**src/rtl/frame_buffer_writer.sv**
```systemverilog
// Write side of the frame buffer: turns a raster-ordered valid/ready pixel stream
// into linear block-RAM write strobes and flags when a complete frame is stored.
module frame_buffer_writer #(
  parameter int DATA_WIDTH = 8,
  parameter int ADDR_WIDTH = 17,
  parameter int IMG_WIDTH  = 320,
  parameter int IMG_HEIGHT = 240,
  localparam int XW = (IMG_WIDTH  > 1) ? $clog2(IMG_WIDTH)  : 1,
  localparam int YW = (IMG_HEIGHT > 1) ? $clog2(IMG_HEIGHT) : 1
) (
  input  logic                  clk_i_fbw,
  input  logic                  rst_ni_fbw,
  input  logic                  start_i_fbw,
  input  logic [DATA_WIDTH-1:0] pixel_i_fbw,
  input  logic                  valid_i_fbw,
  output logic                  ready_o_fbw,
  output logic                  ram_en_o_fbw,
  output logic                  ram_we_o_fbw,
  output logic [ADDR_WIDTH-1:0] ram_addr_o_fbw,
  output logic [DATA_WIDTH-1:0] ram_data_o_fbw,
  output logic [XW-1:0]         x_o_fbw,
  output logic [YW-1:0]         y_o_fbw,
  output logic                  busy_o_fbw,
  output logic                  write_to_ram_done_o_fbw,
  output logic                  overrun_o_fbw
);

  typedef enum logic [1:0] {
    ST_IDLE  = 2'd0,
    ST_WRITE = 2'd1,
    ST_DONE  = 2'd2
  } state_e;

  localparam logic [XW-1:0]         X_LAST  = XW'(IMG_WIDTH - 1);
  localparam logic [YW-1:0]         Y_LAST  = YW'(IMG_HEIGHT - 1);
  localparam logic [XW-1:0]         X_ONE   = XW'(1'b1);
  localparam logic [YW-1:0]         Y_ONE   = YW'(1'b1);
  localparam logic [ADDR_WIDTH-1:0] CNT_ONE = ADDR_WIDTH'(1'b1);

  state_e                  state_q, state_d;
  logic [XW-1:0]           x_q, x_d;
  logic [YW-1:0]           y_q, y_d;
  logic [ADDR_WIDTH-1:0]   cnt_q, cnt_d;
  logic                    ram_en_q, ram_en_d;
  logic                    ram_we_q, ram_we_d;
  logic [ADDR_WIDTH-1:0]   addr_q, addr_d;
  logic [DATA_WIDTH-1:0]   data_q, data_d;
  logic                    done_q, done_d;
  logic                    ovr_q, ovr_d;

  // Next-state logic: the linear count advances alongside x/y so no multiplier is needed.
  always_comb begin
    state_d  = state_q;
    x_d      = x_q;
    y_d      = y_q;
    cnt_d    = cnt_q;
    ram_en_d = 1'b0;
    ram_we_d = 1'b0;
    addr_d   = addr_q;
    data_d   = data_q;
    done_d   = done_q;
    ovr_d    = ovr_q;

    case (state_q)
      ST_IDLE, ST_DONE: begin
        if (start_i_fbw) begin
          state_d = ST_WRITE;
          x_d     = '0;
          y_d     = '0;
          cnt_d   = '0;
          done_d  = 1'b0;
          ovr_d   = valid_i_fbw;
        end else begin
          ovr_d   = ovr_q | valid_i_fbw;
        end
      end
      ST_WRITE: begin
        if (valid_i_fbw) begin
          ram_en_d = 1'b1;
          ram_we_d = 1'b1;
          addr_d   = cnt_q;
          data_d   = pixel_i_fbw;
          if (x_q == X_LAST) begin
            x_d = '0;
            if (y_q == Y_LAST) begin
              state_d = ST_DONE;
              done_d  = 1'b1;
              y_d     = '0;
              cnt_d   = '0;
            end else begin
              y_d   = y_q + Y_ONE;
              cnt_d = cnt_q + CNT_ONE;
            end
          end else begin
            x_d   = x_q + X_ONE;
            cnt_d = cnt_q + CNT_ONE;
          end
        end else begin
          state_d = ST_WRITE;
        end
      end
      default: begin
        state_d = ST_IDLE;
      end
    endcase
  end

  // State and output registers.
  always_ff @(posedge clk_i_fbw or negedge rst_ni_fbw) begin
    if (!rst_ni_fbw) begin
      state_q  <= ST_IDLE;
      x_q      <= '0;
      y_q      <= '0;
      cnt_q    <= '0;
      ram_en_q <= 1'b0;
      ram_we_q <= 1'b0;
      addr_q   <= '0;
      data_q   <= '0;
      done_q   <= 1'b0;
      ovr_q    <= 1'b0;
    end else begin
      state_q  <= state_d;
      x_q      <= x_d;
      y_q      <= y_d;
      cnt_q    <= cnt_d;
      ram_en_q <= ram_en_d;
      ram_we_q <= ram_we_d;
      addr_q   <= addr_d;
      data_q   <= data_d;
      done_q   <= done_d;
      ovr_q    <= ovr_d;
    end
  end

  assign ready_o_fbw             = (state_q == ST_WRITE);
  assign busy_o_fbw              = (state_q == ST_WRITE);
  assign ram_en_o_fbw            = ram_en_q;
  assign ram_we_o_fbw            = ram_we_q;
  assign ram_addr_o_fbw          = addr_q;
  assign ram_data_o_fbw          = data_q;
  assign x_o_fbw                 = x_q;
  assign y_o_fbw                 = y_q;
  assign write_to_ram_done_o_fbw = done_q;
  assign overrun_o_fbw           = ovr_q;

endmodule

```
**config.mk**
```make
export PLATFORM = sky130hd
export DESIGN_NAME = frame_buffer_writer
export DESIGN_NICKNAME = d
export VERILOG_FILES = /design/src/rtl/frame_buffer_writer.sv
export SDC_FILE = /design/constraint.sdc
export NUM_CORES = 1
export LEC_CHECK = 0
export BUFFER_PORTS_ARGS = -buffer_cell sky130_fd_sc_hd__buf_2
export CORE_ASPECT_RATIO = 0.7
export CORE_MARGIN = 4
export CORE_UTILIZATION = 59
export CTS_CLUSTER_SIZE = 12
export DETAILED_ROUTE_END_ITERATION = 7
export PLACE_DENSITY = 0.87
export SETUP_SLACK_MARGIN = 0.3
export SLEW_MARGIN = 0
export SYNTH_ARGS = -nofsm -noshare
export SYNTH_HDL_FRONTEND = slang
export SYNTH_SLANG_ARGS = --single-unit
export TNS_END_PERCENT = 100
```
**constraint.sdc**
```tcl
create_clock -name clk_i_fbw -period 2.7 [get_ports clk_i_fbw]
set_input_delay 0 -clock clk_i_fbw [delete_from_list [all_inputs] [get_ports clk_i_fbw]]
set_output_delay 0 -clock clk_i_fbw [all_outputs]
set_load 0.05 [all_outputs]
```
Word-level counts from Yosys, hierarchy flattened
Cells that the tools add are included.
- register bits: 64
- add/subtract/negate cells: 3
- equality and inequality tests: 10
- muxes and demuxes: 27
- bitwise gates (word level): 1
- reductions and logical operators: 8
- operators by type and width (cell ; number):
    17-bit two-way mux ; 4
    17-bit one-hot mux with 2 select lines ; 1
    8-bit two-way mux ; 4
    9-bit two-way mux ; 3
    9-bit one-hot mux with 2 select lines ; 1
    17-bit by 1-bit adder with 17-bit output, second input constant ; 1
    8-bit one-hot mux with 2 select lines ; 1
    9-bit by 1-bit adder with 9-bit output, second input constant ; 1
    9-bit equality test, second input constant ; 1
    8-bit by 1-bit adder with 8-bit output, second input constant ; 1
    8-bit equality test, second input constant ; 1
    2-bit two-way mux ; 4
    1-bit two-way mux ; 7
    3-bit by 2-bit != test with 1-bit output, second input constant ; 2
    3-bit AND reduction ; 2
    5-bit AND reduction ; 1
    2-bit by 1-bit != test with 1-bit output, second input constant ; 2
    2-bit != test, second input constant ; 2
    2-bit one-hot mux with 2 select lines ; 1
    4-bit AND reduction ; 1
    2-bit by 1-bit equality test with 1-bit output, second input constant ; 1
    2-bit equality test, second input constant ; 1
    2-bit logical NOT ; 1
    1-bit one-hot mux with 2 select lines ; 1
    other kinds (4) ; 4

Logic depth before layout (Yosys ltp)
- depth in word-level cells: 5
- gate-level depth with buffers: 8

Worst setup path before layout
No wires, ideal clock.
- path kind: reg-to-reg
- start point: register y_q[0], in the netlist y_o_fbw[0]
- end point: register state_q[0]
- setup time: 0.127 ns
- arrival: 2.069 ns
- required time: 2.573 ns
- slack: 0.504 ns
- cell stages (with the launch flop): 7
- buffers on the path: 1
- clock period less this slack: 2.196 ns
- cells stage by stage: dfrtp_1 > ha_1 > nand3_1 > nor3_4 > a21oi_4 > buf_6 > or2_2
- word-level cells in the longest chain between the ends: 3
- RTL lines (what ; line ; source):
    from (decl) ; 42 ; logic [YW-1:0] y_q, y_d;
    from (signal assigned) ; 124 ; y_q <= y_d;
    8-bit equality test ; 85 ; if (y_q == Y_LAST) begin
    3-bit by 2-bit != test with 1-bit output (no source line) ; -- ;
    3-bit AND reduction (no source line) ; -- ;
    to (signal assigned) ; 122 ; state_q <= state_d;
    to (decl) ; 40 ; state_e state_q, state_d;
Every way passes these cells.
A chain may end at the register's enable or synchronous reset.

Final worst setup path
- start point: register x_q[0], in the netlist x_o_fbw[0]
- end point: register cnt_q[8]
- word-level cells in the longest chain between the ends: 4
- RTL lines (what ; line ; source):
    from (decl) ; 41 ; logic [XW-1:0] x_q, x_d;
    from (signal assigned) ; 112 ; x_q <= '0;
    from (signal assigned) ; 123 ; x_q <= x_d;
    9-bit equality test ; 83 ; if (x_q == X_LAST) begin
    17-bit two-way mux ; 83 ;
    17-bit two-way mux ; 78 ; if (valid_i_fbw) begin
    17-bit one-hot mux with 2 select lines ; 64 ; case (state_q)
    to (signal assigned) ; 125 ; cnt_q <= cnt_d;
    to (decl) ; 43 ; logic [ADDR_WIDTH-1:0] cnt_q, cnt_d;
Every way passes these cells. The select of a mux whose other input is x is not followed.

==> summary.md <==
| Metric | Value |
|---|---|
| Area of the multi-input gates | `1292 µm²` |
| Tot Pwr | `2821 µW` |
| Synth warn | `0` |
| Dominant cell type by area after synthesis | `dfrtp_1` |
| Largest stage delay, worst path | `0.44 ns` |
| Leak | `0.001836 µW` |
| Pwr dens | `773.3 nW/µm²` |
| Commonest non-fill, non-tap cell in the layout | `nand2_1` |
| Most frequent cells in the layout | `103 x nand2_1, 64 x dfrtp_1, 59 x buf_2` |
| CTS HTree Levels | `3` |
| Total negative slack | `0 ns` |
| TritonCTS clock tree | `built` |
| Final setup viols | `0` |
| First-pass GRT wire length | `11650 µm` |
| Slew headroom | `60.85%` |
| CP Data Arrival Time | `2.36 ns` |
| Sequential area share after synthesis | `53.05%` |
| Final net count | `419` |
| Peak supply drop | `0.4412 mV` |
| Kind of critical path | `flop to flop` |
| Final WL | `6820 µm` |
| Max-cap viol count | `0` |
| Slowest CP cell | `a21oi_4` |
| Mean post-synth cell area | `9.012 µm²` |
| DPL Wire Length | `4795 µm` |
| Slew Limit Fails | `0` |
| EDFF count, synth | `0` |
| Min setup slack post-route | `0.6052 ns` |
| Final hold vios | `0` |
| Layout cells sized above 1 | `21.27%` |
| Max Freq | `477.4 MHz` |
| Final GP Congestion | `0.8444` |
| #FFs+latches synth | `64` |
| CP required | `2.96 ns` |
| Via/cell ratio | `5.525` |
| Crit path max-delay family | `compound AO/OA/AOI/OAI gates` |
| Asr flop ratio synth | `100.0%` |
| RSZ-0062 raised after global routing | `no` |
| Total core area | `4861 µm²` |
| Vias in the first global route | `2417` |
| Clk pwr share | `28.5%` |
| Slew @ Worst Pin | `0.5819 ns` |
| Internal power | `1717 µW` |
| Sink Count | `64` |
| CP Cell Sequence | `ha_1 > and4_1 > and2_1 > a21oi_4 > o21ai_0 > a31oi_1` |
| Initial Utilization | `62.11%` |
| Crit. End Element | `flop` |
| FF-to-FF setup slack | `0.61 ns` |
| Max clock buf depth | `2` |
| Flop pwr share | `44.5%` |
| Post-Syn Nets | `350` |
| FF+latch area | `1602 µm²` |
| Crit path time final | `2.095 ns` |
| Final std cells w/o fill | `478` |
| DRC viols | `0` |
| DRT iter0 DRCs | `244` |
| Hold WC Path Type | `input pin to async pin` |
| Placed cell count | `451` |
| Main synth FF type | `dfrtp_1` |
| Top cell type's share of synthesized area | `53.05%` |
| Via Count | `2641` |
| Final ANT Viol Nets | `0` |
| Diodes inserted | `0` |
| CP Buf/Inv Count | `0` |
| Pre-CTS WS | `0.6273 ns` |
| Outcome | `completed` |
| Core Rows | `21` |
| Die X | `93.50 µm` |
| DR pass1 iterations | `4` |
| Switching pwr | `1104 µW` |
| Area grow syn2layout | `20.85%` |
| Synth area leaders | `dfrtp_1 53%, nand2_1 13%, nand3_1 4.1%` |
| Grt ovf | `0` |
| Wire per inst | `14.27 µm` |
| Die area | `6344 µm²` |
| Clk slew on worst S/H paths | `0.07 ns` |
| Yosys cell types | `42` |
| Antenna violations before repair | `0` |
| Skew final | `0.005549 ns` |
| Post-route clock period utilization | `77.58%` |
| Root Driver | `clkbuf_8` |
| Setup Buffers After CTS | `0` |
| Gate Count Post-Synth | `335` |
| Comb power frac | `27.1%` |
| CP Max Fanout | `18` |
| TritonCTS Buffers | `9` |
| Worst-skew pair later-pin latency | `0.34 ns` |
| # IOs | `60` |
| Total track usage | `23.86%` |
| Chip Height | `67.85 µm` |
| Filler cell count | `362` |
| Synthesized area | `3019 µm²` |
| Setup crit start kind | `flop` |
| Number of port buffers | `59` |
| Net Sw Frac | `39.14%` |
| Pin count of the biggest net entering global routing | `47` |
-- registers in the layout, summed over array words and instances, names as in the netlist --
register / flops
y_o_fbw: 8
state_q: 2
x_o_fbw: 9
ram_data_o_fbw: 8
cnt_q: 17
ram_we_o_fbw: 1
overrun_o_fbw: 1
write_to_ram_done_o_fbw: 1
ram_addr_o_fbw: 17
-- synthesized netlist by cell type, types with 2 or more instances --
cell	instances
a21oi_1	8
a21oi_4	2
a31oi_1	12
a41oi_1	4
and2_1	2
buf_1	3
buf_4	2
buf_6	3
clkbuf_1	8
dfrtp_1	64
ha_1	3
inv_1	7
mux2i_1	3
nand2_1	103
nand2b_1	4
nand3_1	25
nand4_1	5
nor2_1	23
nor4_1	5
o21ai_0	16
o21ai_1	4
o22ai_1	2
o31ai_1	3
xnor2_1	5
xor2_1	2
-- per-stage QoR --
| step | cell area [µm²] | utilization, % | hold WS [ns] |
|---|---|---|---|
| floorplan | 3019 | - | -0.2956 |
| global placement | 3343 | 68.78 | -0.05173 |
| detailed placement | 3343 | 68.78 | -0.04657 |
| CTS | 3649 | 75.06 | 0.1092 |
| global route | 3649 | 75.06 | 0.1446 |
| finish | 3649 | 75.06 | 0.1125 |
-- final timing paths --
kind                                     from            endpoint  depth (start not counted)
min reg2reg                ram_addr_o_fbw[10]  ram_addr_o_fbw[10]                          2
min                                rst_ni_fbw   ram_data_o_fbw[2]                          2
max in group asynchronous          rst_ni_fbw            cnt_q[2]                          3
max reg2reg                        x_o_fbw[0]            cnt_q[8]                          6
max                                x_o_fbw[0]            cnt_q[8]                          6
min in group clk_i_fbw         pixel_i_fbw[4]   ram_data_o_fbw[4]                          4
-- per-layer routing --
| layer | up-vias | part of all wire [%] | global-route usage, % |
|---|---|---|---|
| met3 | 8 | 9.1 | 8.352 |
| met1 | 1224 | 47 | 34.42 |
| met5 | - | 0 | 0 |
| met2 | 117 | 43 | 34.91 |
| met4 | 0 | 0.84 | 5.484 |
| li1 | 1292 | - | - |
-- cell type report --
type	instances	area share (%)
multi-input cells	246	35.43
clock inverters	7	1.955
well taps	69	2.366
repair buffers	75	12.14
clock buffers	9	3.395
flip-flops and latches	64	43.90
inverters	8	0.8230
-- logic make-up after synthesis --
group	Yosys count	share of synthesized area, %
DFF	64	53.05
buffers and inverters	25	4.144
xor gates and xnor gates	7	2.031
AOI/OAI and AO/OA	59	12.68
adders and majority gates	3	1.243
and+or+nand+nor	173	25.49
muxes	4	1.368
-- power by group through the flow --
stage               Combinational (µW)  Sequential (µW)  Clock [µW]
floorplan                          220             1590           0
global placement                   739             1260           0
detailed placement                 755             1260           0
CTS                                767             1250         826
global route                       819             1280         877
finish                             764             1250         803
-- what timing repair did --
item,in CTS,in global routing
gates resized for setup,0,0
endpoints found under the hold margin,28,0
hold buffers,11,0
Note: power is estimated with default switching activity, not from simulation.
